--- src/rtl/obs_pkg.sv ---
// Shared constants and types for the OBS-L4 93-bit GF(2) multiplier front end.
package obs_pkg;

  localparam int N = 94;
  localparam int H = N / 2;

  // Tag order matches overlap stage inputs 1..4.
  localparam logic [1:0] TAG_EE = 2'd0;
  localparam logic [1:0] TAG_EO = 2'd1;
  localparam logic [1:0] TAG_OE = 2'd2;
  localparam logic [1:0] TAG_OO = 2'd3;

  typedef enum logic {
    IDLE  = 1'b0,
    ISSUE = 1'b1
  } state_e;

endpackage

--- src/rtl/obs_even_odd_split.sv ---
// Splits an (N-1)-bit polynomial into even-index and odd-index coefficient halves.
module obs_even_odd_split #(
  parameter int N = 94
) (
  input  logic [N-2:0]   vec_i,
  output logic [N/2-1:0] even_o,
  output logic [N/2-1:0] odd_o
);

  // Coefficient positions beyond the operand width read as zero (ao[46] here).
  for (genvar i = 0; i < N / 2; i++) begin : g_bit
    if (2 * i < N - 1) begin : g_even
      assign even_o[i] = vec_i[2*i];
    end else begin : g_even_pad
      assign even_o[i] = 1'b0;
    end
    if (2 * i + 1 < N - 1) begin : g_odd
      assign odd_o[i] = vec_i[2*i+1];
    end else begin : g_odd_pad
      assign odd_o[i] = 1'b0;
    end
  end

endmodule

--- src/rtl/obs_split_issue_93bit.sv ---
// Captures a 93-bit operand pair, splits it even/odd and issues the four
// half-size sub-products (ee, eo, oe, oo) to the shared sub-multiplier.
module obs_split_issue_93bit
  import obs_pkg::*;
(
  input  logic         clk,
  input  logic         rst_n,
  input  logic         in_valid,
  output logic         in_ready,
  input  logic [N-2:0] A_in,
  input  logic [N-2:0] B_in,
  output logic         sub_valid,
  input  logic         sub_ready,
  output logic [H-1:0] sub_a,
  output logic [H-1:0] sub_b,
  output logic [1:0]   sub_tag,
  output logic         sub_last,
  output logic         busy
);

  state_e       state_q;
  logic [1:0]   cnt_q;
  logic [H-1:0] ae_q, ao_q, be_q, bo_q;
  logic [H-1:0] ae_d, ao_d, be_d, bo_d;
  logic         accept;
  logic         last_beat;

  obs_even_odd_split #(.N(N)) u_split_a (
    .vec_i  (A_in),
    .even_o (ae_d),
    .odd_o  (ao_d)
  );

  obs_even_odd_split #(.N(N)) u_split_b (
    .vec_i  (B_in),
    .even_o (be_d),
    .odd_o  (bo_d)
  );

  // in_ready depends combinationally on sub_ready so the next pair can be
  // taken on the tag-3 handshake edge without a bubble.
  assign last_beat = (state_q == ISSUE) && (cnt_q == TAG_OO);
  assign in_ready  = rst_n && ((state_q == IDLE) || (last_beat && sub_ready));
  assign accept    = in_valid && in_ready;

  always_ff @(posedge clk) begin
    if (!rst_n) begin
      state_q <= IDLE;
      cnt_q   <= TAG_EE;
      ae_q    <= '0;
      ao_q    <= '0;
      be_q    <= '0;
      bo_q    <= '0;
    end else if (accept) begin
      state_q <= ISSUE;
      cnt_q   <= TAG_EE;
      ae_q    <= ae_d;
      ao_q    <= ao_d;
      be_q    <= be_d;
      bo_q    <= bo_d;
    end else if (state_q == ISSUE && sub_ready) begin
      if (cnt_q == TAG_OO) begin
        state_q <= IDLE;
        cnt_q   <= TAG_EE;
      end else begin
        cnt_q   <= cnt_q + 2'd1;
      end
    end
  end

  // Tag bit 1 selects A's half, tag bit 0 selects B's half.
  assign sub_valid = (state_q == ISSUE);
  assign busy      = (state_q == ISSUE);
  assign sub_tag   = cnt_q;
  assign sub_a     = cnt_q[1] ? ao_q : ae_q;
  assign sub_b     = cnt_q[0] ? bo_q : be_q;
  assign sub_last  = last_beat;

endmodule

--- config.mk ---
export PLATFORM = sky130hd
export DESIGN_NAME = obs_split_issue_93bit
export DESIGN_NICKNAME = d
export VERILOG_FILES = /design/src/rtl/obs_pkg.sv /design/src/rtl/obs_even_odd_split.sv /design/src/rtl/obs_split_issue_93bit.sv
export SDC_FILE = /design/constraint.sdc
export NUM_CORES = 1
export LEC_CHECK = 0
export CORE_ASPECT_RATIO = 0.9
export CORE_MARGIN = 3
export CORE_UTILIZATION = 42
export CTS_CLUSTER_SIZE = 14
export DETAILED_ROUTE_END_ITERATION = 16
export PLACE_DENSITY_LB_ADDON = 0.12
export SYNTH_ARGS = -nofsm -noshare
export SYNTH_HDL_FRONTEND = slang
export SYNTH_SLANG_ARGS = --single-unit
--- constraint.sdc ---
create_clock -name clk -period 1.4 [get_ports clk]
set_input_delay 0.21 -clock clk [delete_from_list [all_inputs] [get_ports clk]]
set_output_delay 0.21 -clock clk [all_outputs]
set_load 0.02 [all_outputs]
Word level (Yosys, flattened, before mapping). Index checks and enable logic that the tools add are counted.

Bits in registers: 189. Output and inout bits: 100. Logic and storage cells: 26.

Multiplexer cells: 6. Bitwise logic cells: 2. Reduce and logical (&&, ||, !) cells: 10. Eq/ne operators: 1. Add/subtract/negate cells: 1.

Operator list (number): $mux 47 (2); $logic_and 1x1->1 (5); $reduce_bool 2->1 (2); $mux 1 (3); $add 2x1->2 const B (1); $eq 2x2->1 const B (1); $mux 2 (1); $not 1->1 (2); $reduce_and 2->1 (1); $reduce_or 2->1 (1); $logic_or 1x1->1 (1).

Longest topological paths before layout. Gate-level depths: netlist (run 1).

Word-level depth: 8. Depth in mapped cells: 6. Mapped depth without buffers: 4.

Modules after synthesis. A second synthesis (run 1) with hierarchy kept.

Cells, all modules: 1107. Area total of the unflattened synthesis: 9983.3 µm².

Modules (own cells, without submodules): obs_split_issue_93bit (area each 8564.5 µm², cells each 917, sequential area each 3823.7 µm², times used 1); obs_even_odd_split (area each 709.4 µm², cells each 95, sequential area each 0.0 µm², times used 2).

Least setup slack after synthesis (run 1). OpenSTA, ideal clock, no wires.

Kind: reg2out. From: register cnt_q[1] (netlist: sub_tag[1]). To: output sub_a[28]. Stages on the path, launching flop included: 4. Path slack: -166 ps. Required time: 1190 ps. Arrival time: 1356 ps. Cell sequence: dfxtp_1 > buf_2 > buf_2 > mux2_2.

Cells in the longest elaborated chain, start to end: 1.

RTL lines: from (decl) (RTL line obs_split_issue_93bit.sv:22) `logic [1:0] cnt_q;`; from (signal assigned) (RTL line obs_split_issue_93bit.sv:66) `cnt_q <= cnt_q + 2'd1;`; $mux 47 (RTL line obs_split_issue_93bit.sv:75) `assign sub_a = cnt_q[1] ? ao_q : ae_q;`; to (decl) (RTL line obs_split_issue_93bit.sv:14) `output logic [H-1:0] sub_a,`.

No other way between the ends.

Worst setup path in the final report (run 1).
From: register cnt_q[1] (netlist: sub_tag[1]). To: output sub_a[32].

Same word-level chain as after synthesis.

==> results of run 1 <==
-- through the flow --
stage | cell area (µm²) | power (mW) | utilization [%]
after detailed placement | 11900 | 8.59 | 61.0
after global routing | 13400 | 14.4 | 68.4
after CTS | 13000 | 13.8 | 66.4
after global placement | 11900 | 8.56 | 61.0
final | 13400 | 13.8 | 68.4
after floorplan | 8570 | 7.31 | -
-- synth_stat cells (all sizes together) (4+ instances only) --
library cell and count:
buf 32, nor2b 4, clkbuf 21, mux2 92
mux2i 187, inv 186, dfxtp 189, nand2 188
-- metal layers --
metal / global-route usage [%] / part of all wire (%) / vias up / routed length (µm)
met5: 0 / 0 / - / 0
met4: 5.16 / 1.4 / 0 / 354
met3: 6.07 / 6.9 / 28 / 1700
met2: 35.9 / 47 / 206 / 11700
met1: 27.5 / 44 / 3144 / 10900
li1: - / - / 3502 / -
-- where the power goes --
part | leakage, nW | internal [mW] | switching (mW)
logic | 4.32 | 1.61 | 1.15
registers | 1.56 | 5.76 | 0.222
clock network | 0.302 | 2.86 | 2.24
total | 6.18 | 10.2 | 3.61
-- worst max path at each step --
| stage | startpoint | end | cells past startpoint |
|---|---|---|---|
| after floorplan | sub_tag[0] | ao_q[31] | 6 |
| after global placement | sub_tag[0] | sub_b[43] | 3 |
| after detailed placement | sub_ready | be_q[12] | 7 |
| after CTS | sub_tag[0] | sub_b[26] | 4 |
| after global routing | sub_tag[0] | ao_q[10] | 10 |
| final | sub_tag[1] | sub_a[32] | 5 |
-- registers in the layout, indices dropped and copies added, names as in the netlist --
register and cells:
be_q 47, busy 1, ao_q 46, bo_q 46, ae_q 47, sub_tag 2
-- final cells by class --
type	count	area (µm²)
Multi-Input combinational cell	481	3910
Fill cell	1538	6190
Timing Repair Buffer	370	4070
Inverter	186	698
Sequential cell	189	3790
Clock buffer	18	429
Tap cell	250	313
Clock inverter	14	181
-- critical path: stages (launching register included) --
cell and delay, ns:
dfxtp_4 0.37, buf_12 0.13, buf_12 0.13, buf_12 0.13
mux2_4 0.29, buf_6 0.13
-- what timing repair did --
action	4_1_cts	5_1_grt
pin swaps	2	5
endpoints found under the hold margin	0	0
setup endpoints to repair	286	286
resized for setup	480	81
setup buffers	17	11
gates cloned	14	6
-- cells by family after synthesis --
| kind of cell | share of synthesized area [%] |
|---|---|
| AOI/OAI and AO/OA | 0.351 |
| adders and majority gates | 0.146 |
| buffers and inverters | 12.2 |
| DFF | 44.2 |
| muxes | 34.0 |
| and+or+nand+nor | 9.07 |
==> results.md, run 1 <==
* Root Driver: clkbuf_16
* Reg2reg start: sub_tag[0]
* VDD IR max at between 0.6 and 0.7 mV
* GRT Util Overall at about 21%
* Die Footprint at roughly 22000 µm²
* WS Path Type: reg2out
* Post-Syn Nets at between 1000 and 1500
* CTS tree: built
* Yosys top cell area share at 44.2%
* P_leak at between 6 and 7 nW
* Slew headroom at between 70% and 80%
* Top-Level Pins at 290
* Final hold violations at 0
* Worst Path Required at roughly 1.2 ns
* Ratio of cells with drive above 1 in the final layout at between 20% and 30%
* Placed Cells at between 1000 and 1500
* Cells after synthesis at 909
* Worst Setup End Kind: primary output
* Synth Register Bits at between 150 and 200
* GR Overflow Total at 0
* Synth area leaders: dfxtp_1 44%, mux2i_1 22%, mux2_2 12%
* First-pass GRT wire length at roughly 37000 µm
* Fin crit period at between 1.5 and 2 ns
* Die Y at approximately 140 µm
* CTS max path bufs at 2
* Clk_lat worst skew at ~0.43 ns
* Final HPWL DP at between 15000 and 20000 µm
* Vias in the first global route at 6992
* Vias at 6880
* Clock Skew at 0.00766 ns
* Mean Syn Cell Area at 9.41 µm²
* Status: finished with violations
* Post-route antenna net violation count at 0
* Row count at 48
* Hold depth at 3
* DR WL/cell at 16.3 µm
* Final setup fails at approximately 290
* Worst-Margin Slew at ~0.45 ns
* Flop2flop setup slack at -0.41 ns
* Synth warn at 0
* WHS Endpoint: busy
* Initial Util at between 40 and 50%
* R2R depth at 10
* Cell taking the most area after synthesis: dfxtp_1
* Synth Flop Type: dfxtp_1
* RSZ-0062 raised after global routing: true
* Max Freq at about 550 MHz
* Most frequent cells in the layout: 188 x nand2_1, 188 x clkdlybuf4s50_1, 187 x dfxtp_1
* Cts hold-fix bufs at 0
* # nets final at 1436
* Antenna fix cells at 0
* Avg Vias per Cell at 4.56
* Worst Hold Class: in2reg
* Largest net degree at the start of global routing at between 90 and 100
* Post-synth ARST share at 0%
* Layout Area Growth over Synthesis at 56.5%
* Synthesized area at about 8600 µm²
* Seq/Total Area, Yosys at about 44%
* DRC at 0
* Post-place setup slack at -0.395 ns
* Die width at ~160 µm
* Power per cell area at roughly 1000 nW/µm²
* Synth cell types at 20
* Inserted Clock Buffers at 17
* Core region area at ~20000 µm²
* GP Congestion at 0.797
* Cell Count, Final, Fillers Out at between 1500 and 2000
* Critical path data arrival time at between 1.5 and 2 ns
* Detailed Routing Iterations Pass 1 at 5
* Final WL at approximately 25000 µm
* Clk slew on worst S/H paths at ~0.070 ns
* Htree depth at 4
* PortBufs at about 290
* Hold WS at about 0.29 ns
* Failing checks: setup timing
* Final period util at 130%
* Pins over their slew limit at 0
* Maxcap violations at 0
* Setup TNS at -100.11 ns
* Element type at the critical path start: flop
* Clock sink count at around 190
* Initial antenna violation count at 0
* Final worst slack at -0.425 ns
* Drt initial violations at between 200 and 300
* CP Max Fanout at 6
* Reg2reg end: bo_q[35]
* Min-delay src: rst_n
* EDFF count, synth at 0
Note: power is estimated with default switching activity, not from simulation.
==> run 2, diff against run 1 <==
--- a/config.mk
+++ b/config.mk
@@ -10,7 +10,10 @@
 export CORE_UTILIZATION = 42
 export CTS_CLUSTER_SIZE = 14
 export DETAILED_ROUTE_END_ITERATION = 16
+export GPL_TIMING_DRIVEN = 0
+export MAX_ROUTING_LAYER = met4
 export PLACE_DENSITY_LB_ADDON = 0.12
 export SYNTH_ARGS = -nofsm -noshare
 export SYNTH_HDL_FRONTEND = slang
 export SYNTH_SLANG_ARGS = --single-unit
+export TNS_END_PERCENT = 50
==> run 2 against run 1 <==
Against the previous run: the flow still finishes with violations (setup timing); register-to-register slack improved by 0.12 ns; global-route usage up 0.12 points; cell area up 0.41%; cell count down 0.27%; first-iteration DRC count decreased by 18%; maximum frequency grew 0.90%; critical path type unchanged; largest power group unchanged; highest routed layer unchanged.
==> results.md, run 2 (synthesized netlist as in run 1, its figures left out) <==
* Status: finished with violations
* Failing checks: setup timing
* P_leak at a little over 6 nW
* Largest net degree at the start of global routing at 18
* Clock Skew at about 0.011 ns
* Die Footprint at ~22000 µm²
* Worst path buffer plus inverter count at 3
* Min-delay src: B_in[34]
* Initial Util at 43.7%
* Worst Hold Class: in2reg
* Slowest CP cell: dfxtp_4
* GP Congestion at around 0.8
* DRC at 0
* Maxcap violations at 0
* Placed Cells at 1448
* Post-place setup slack at -1.21 ns
* First-pass GRT wire length at 36600 µm
* Final setup fails at 284
* Root Driver: clkbuf_16
* Clk_lat worst skew at ~0.43 ns
* R2R depth at 8
* Vias at a little under 7000
* Final worst slack at -0.409 ns
* Die width at 156 µm
* Final HPWL DP at 17100 µm
* Clock sink count at 189
* Leading registers by flop count: ae_q x47, be_q x47
* Critical path data arrival time at roughly 1.6 ns
* Crit-path max cell delay at about 0.38 ns
* Met1 Usage GRT at 26.3%
* Reg2reg end: be_q[42]
* Final WL at between 20000 and 25000 µm
* Leading cell type in the layout, fill and taps excluded: clkdlybuf4s50_1
* Initial antenna violation count at 1
* Clk slew on worst S/H paths at 0.07 ns
* Net Switching at between 3 and 4 mW
* Overall power at around 14 mW
* Top-Level Pins at just under 300
* # nets final at approximately 1400
* RSZ-0062 raised after global routing: true
* CP Max Fanout at 5
* CTS max path bufs at 2
* Slew headroom at between 60% and 70%
* Sw Share at a little over a quarter
* Cell Count, Final, Fillers Out at between 1500 and 2000
* WHS Endpoint: be_q[17]
* Worst Path Required at 1.19 ns
* Inserted Clock Buffers at 17
* Reg2reg start: sub_tag[0]
* GR Layer Usage met3 at under 10%
* Max Freq at 553 MHz
* Post-route antenna net violation count at 0
* Htree depth at 4
* Final period util at 129%
* Ratio of cells with drive above 1 in the final layout at a little under a quarter
* CP top delay family: buffers and inverters
* Sequential Power Share at around 44%
* Clock share of power at a little over a third
* Row count at 48
* Global route hottest layer: met2
* Die Y at 141 µm
* Final hold violations at 0
* Pint at ~10 mW
* Vias in the first global route at approximately 6900
* M2 GR Usage at about 35%
* Most frequent cells in the layout: 189 x clkdlybuf4s50_1, 188 x nand2_1, 186 x inv_1, 186 x dfxtp_1, 185 x mux2i_1
* Worst Setup End Kind: primary output
* Worst-Margin Slew at around 0.52 ns
* Drt initial violations at approximately 240
* GR Overflow Total at 0
* Comb pwr share at a little over a fifth
* DR WL/cell at roughly 16 µm
* Detailed Routing Iterations Pass 1 at 4
* Worst path cell trace: clkbuf_16 > buf_12 > mux2_2 > buf_6
* Fin crit period at 1.81 ns
* Pins over their slew limit at 0
* Avg Vias per Cell at 4.58
* Core region area at approximately 20000 µm²
* VDD IR max at slightly below 0.7 mV
* Element type at the critical path start: flop
* CTS tree: built
* Hold depth at 3
* PortBufs at 289
* Cts hold-fix bufs at 0
* WS Path Type: reg2out
* Power per cell area at 1020 nW/µm²
* Flop2flop setup slack at -0.29 ns
* Layout Area Growth over Synthesis at 57.1%
* GRT Util Overall at a little over a fifth
run 2: area by class of cell:
| cell class | instances | area, µm² |
|---|---|---|
| diodes | 1 | 2.50 |
| plain buffers | 53 | 733 |
| clock buffers | 19 | 443 |
| clock inverters | 13 | 131 |
| fillers | 1549 | 6130 |
| inverters | 186 | 698 |
| multi-input cells | 481 | 4040 |
| flip-flops and latches | 189 | 3790 |
| well taps | 250 | 313 |
| repair buffers | 312 | 3290 |
run 2: worst max-delay path by stage:
stage               start  depth (start not counted)        end
4_1_cts        sub_tag[1]                          4  sub_a[40]
6_report       sub_tag[0]                          4  sub_b[29]
5_1_grt        sub_tag[0]                          4  sub_b[29]
3_5_place_dp        rst_n                          6   in_ready
3_3_place_gp        rst_n                          6   in_ready
2_1_floorplan  sub_tag[0]                          6   ao_q[31]
run 2: layer usage:
layer / vias to the layer above / part of all wire, %
met5: - / 0
met4: 0 / 1.7
met3: 27 / 7.7
met2: 208 / 47
met1: 3168 / 43
li1: 3491 / -
run 2: power groups by stage:
stage,combinational (mW),sequential [mW],clock (mW)
6_report,2.90,5.97,4.78
4_1_cts,2.61,5.95,4.89
3_5_place_dp,2.49,6.07,0
5_1_grt,3.10,6.02,5.07
3_3_place_gp,2.47,6.06,0
2_1_floorplan,1.29,6.02,0
run 2: tightest hold or removal path, stage by stage:
cell and delay (ns):
clkdlybuf4s50_1 0.39, inv_1 0.05, mux2i_1 0.05
run 2: metrics by stage:
stage                     area, µm²  hold slack, ns  setup TNS [ns]  utilization [%]
after global routing          13400           0.314          -97.00             68.7
after floorplan                8570           0.334               0                -
after detailed placement      11800           0.443         -150.02             60.1
after global placement        11800           0.440         -146.16             60.1
after CTS                     12700           0.300          -83.40             64.7
final                         13400           0.315          -76.98             68.7
run 2: timing repair:
| action | 4_1_cts | 5_1_grt |
|---|---|---|
| setup endpoints to repair | 281 | 288 |
| cloned | 3 | 6 |
| pin swaps | 1 | 2 |
| setup buffers | 9 | 5 |
| gates resized for setup | 582 | 174 |
==> run 3, diff against run 2 <==
--- a/config.mk
+++ b/config.mk
@@ -10,7 +10,6 @@
 export CORE_UTILIZATION = 42
 export CTS_CLUSTER_SIZE = 14
 export DETAILED_ROUTE_END_ITERATION = 16
-export GPL_TIMING_DRIVEN = 0
 export MAX_ROUTING_LAYER = met4
 export PLACE_DENSITY_LB_ADDON = 0.12
 export SYNTH_ARGS = -nofsm -noshare
==> run 3 against run 2 <==
Against the previous run: the flow still finishes with violations (setup timing); routed wire length increased by 0.69%; maximum frequency decreased by 1.6%; clock-buffer cell count decreased by 1; cell area decreased by 0.37%; clock skew decreased by 0.0027 ns; die area unchanged; sequential cell count unchanged; register-to-register slack got worse by 0.15 ns; non-clock buffer count increased by 3; combinational power decreased by 4%; sequential power about the same.
==> results.md, run 3 (synthesized netlist as in run 1, its figures left out) <==
* Status: finished with violations
* Failing checks: setup timing
* Leading registers by flop count: ae_q x47, be_q x47
* First-pass GRT wire length at ~37000 µm
* Global route hottest layer: met2
* Register area at 3790 µm²
* GR Layer Usage met3 at under 10%
* R2R depth at 9
* Layout Area Growth over Synthesis at 56.6%
* Min-delay src: rst_n
* Final worst slack at -0.437 ns
* Final HPWL DP at 16300 µm
* VDD IR max at between 0.6 and 0.7 mV
* Core region area at slightly below 20000 µm²
* GRT Util Overall at between 20% and 30%
* Sw Share at around a quarter
* Clock sink count at 189
* Final WL at around 25000 µm
* WHS Endpoint: busy
* Final hold violations at 0
* Hold depth at 3
* RSZ-0062 raised after global routing: true
* Post-route antenna net violation count at 0
* Ratio of cells with drive above 1 in the final layout at approximately a quarter
* PortBufs at approximately 290
* Sequential Power Share at 43.2%
* Slew headroom at 70.1%
* Reg2reg end: be_q[20]
* Clock share of power at ~37%
* Net Switching at 3.61 mW
* DR WL/cell at between 15 and 20 µm
* Final setup fails at approximately 290
* GR Overflow Total at 0
* Die Footprint at roughly 22000 µm²
* Max Freq at 544 MHz
* Top-Level Pins at 290
* Post-Place Cell Area at 11900 µm²
* Critical path data arrival time at between 2 and 2.5 ns
* Multi-input gate area at between 3000 and 4000 µm²
* Clk slew on worst S/H paths at around 0.070 ns
* Htree depth at 4
* Die width at roughly 160 µm
* Row count at 48
* # fillers at approximately 1500
* Clock Skew at 0.00800 ns
* Worst Setup End Kind: flop
* Drt initial violations at ~280
* CTS tree: built
* Final period util at 131%
* Flop2flop setup slack at -0.44 ns
* Element type at the critical path start: flop
* Largest net degree at the start of global routing at 96
* Post-place setup slack at -0.395 ns
* # nets final at about 1400
* Fin area at about 13000 µm²
* DRC at 0
* P_leak at a little over 6 nW
* GP Congestion at 0.808
* Post-layout util at slightly below 70%
* Most frequent cells in the layout: 188 x nand2_1, 188 x clkdlybuf4s50_1, 187 x dfxtp_1
* Comb pwr share at about a fifth
* Vias in the first global route at around 7000
* Initial Util at 43.7%
* Reg2reg start: sub_tag[1]
* WS Path Type: reg2reg
* Worst Path Required at between 1.5 and 2 ns
* Maxcap violations at 0
* Die Y at 141 µm
* Power per cell area at between 1000 and 1500 nW/µm²
* Clk_lat worst skew at 0.43 ns
* Worst Hold Class: in2reg
* M2 GR Usage at 35.7%
* Root Driver: clkbuf_16
* Antenna fix cells at 0
* Initial antenna violation count at 0
* Met1 Usage GRT at 28.0%
* Avg Vias per Cell at around 4.6
* Fin crit period at 1.84 ns
* Worst-Margin Slew at about 0.45 ns
* CTS max path bufs at 2
* Pint at 10.3 mW
* CP Max Fanout at 7
* Detailed Routing Iterations Pass 1 at 4
* Vias at between 6000 and 7000
* Inserted Clock Buffers at 17
* Pins over their slew limit at 0
==> run 3: how the worst max path moves through the flow <==
stage / from / to / slack (ns) / cells past startpoint
2_1_floorplan: sub_tag[0] / ao_q[31] / 0.007 / 6
3_3_place_gp: sub_tag[0] / sub_b[43] / -0.34 / 3
3_5_place_dp: sub_ready / be_q[12] / -0.39 / 7
4_1_cts: sub_tag[0] / sub_b[26] / -0.47 / 4
5_1_grt: sub_tag[1] / be_q[20] / -0.49 / 9
6_report: sub_tag[1] / be_q[20] / -0.44 / 9
==> run 3: power groups by stage <==
| stage | clock [mW] | combinational (mW) | sequential [mW] |
|---|---|---|---|
| final | 5.09 | 2.79 | 5.99 |
| after global routing | 5.41 | 2.98 | 6.03 |
| after CTS | 5.19 | 2.65 | 5.98 |
| after detailed placement | 0 | 2.50 | 6.09 |
| after global placement | 0 | 2.47 | 6.10 |
| after floorplan | 0 | 1.29 | 6.02 |
==> run 3: repair_timing <==
item                       in CTS  in global routing
pin swaps                       2                  5
gates cloned                   14                  5
resized for setup             480                 91
hold endpoints to repair        0                  0
setup endpoints to repair     286                286
buffers inserted               17                  9
hold buffers                    0                  0
==> run 3: layout make-up <==
class / instances / share of cell area [%]
clock buffer: 18 / 3.20
clock inverter: 14 / 1.35
inverter: 186 / 5.21
multi-input combinational: 481 / 29.3
sequential: 189 / 28.3
tap: 250 / 2.34
timing repair buffer: 368 / 30.3
==> run 3: through the flow <==
stage	hold slack [ns]	std cells	setup TNS [ns]	total power, mW
6_report	0.289	1506	-99.91	13.9
5_1_grt	0.297	1506	-117.81	14.4
4_1_cts	0.297	1499	-101.42	13.8
3_5_place_dp	0.441	1436	-90.50	8.59
3_3_place_gp	0.441	1436	-78.98	8.56
2_1_floorplan	0.334	909	0	7.31
==> run 3: layer usage <==
layer  part of all wire, %  vias up
li1                      -     3495
met1                    45     3145
met2                    47      214
met3                   6.3       23
met4                   1.6        0
met5                     0        -
==> run 3: critical path: stages, from the launching register on <==
cell	delay [ns]
dfxtp_4	0.41
buf_4	0.14
ha_4	0.15
a21boi_2	0.06
buf_4	0.15
nor2_4	0.12
buf_12	0.16
buf_12	0.17
clkbuf_16	0.17
mux2i_1	0.20
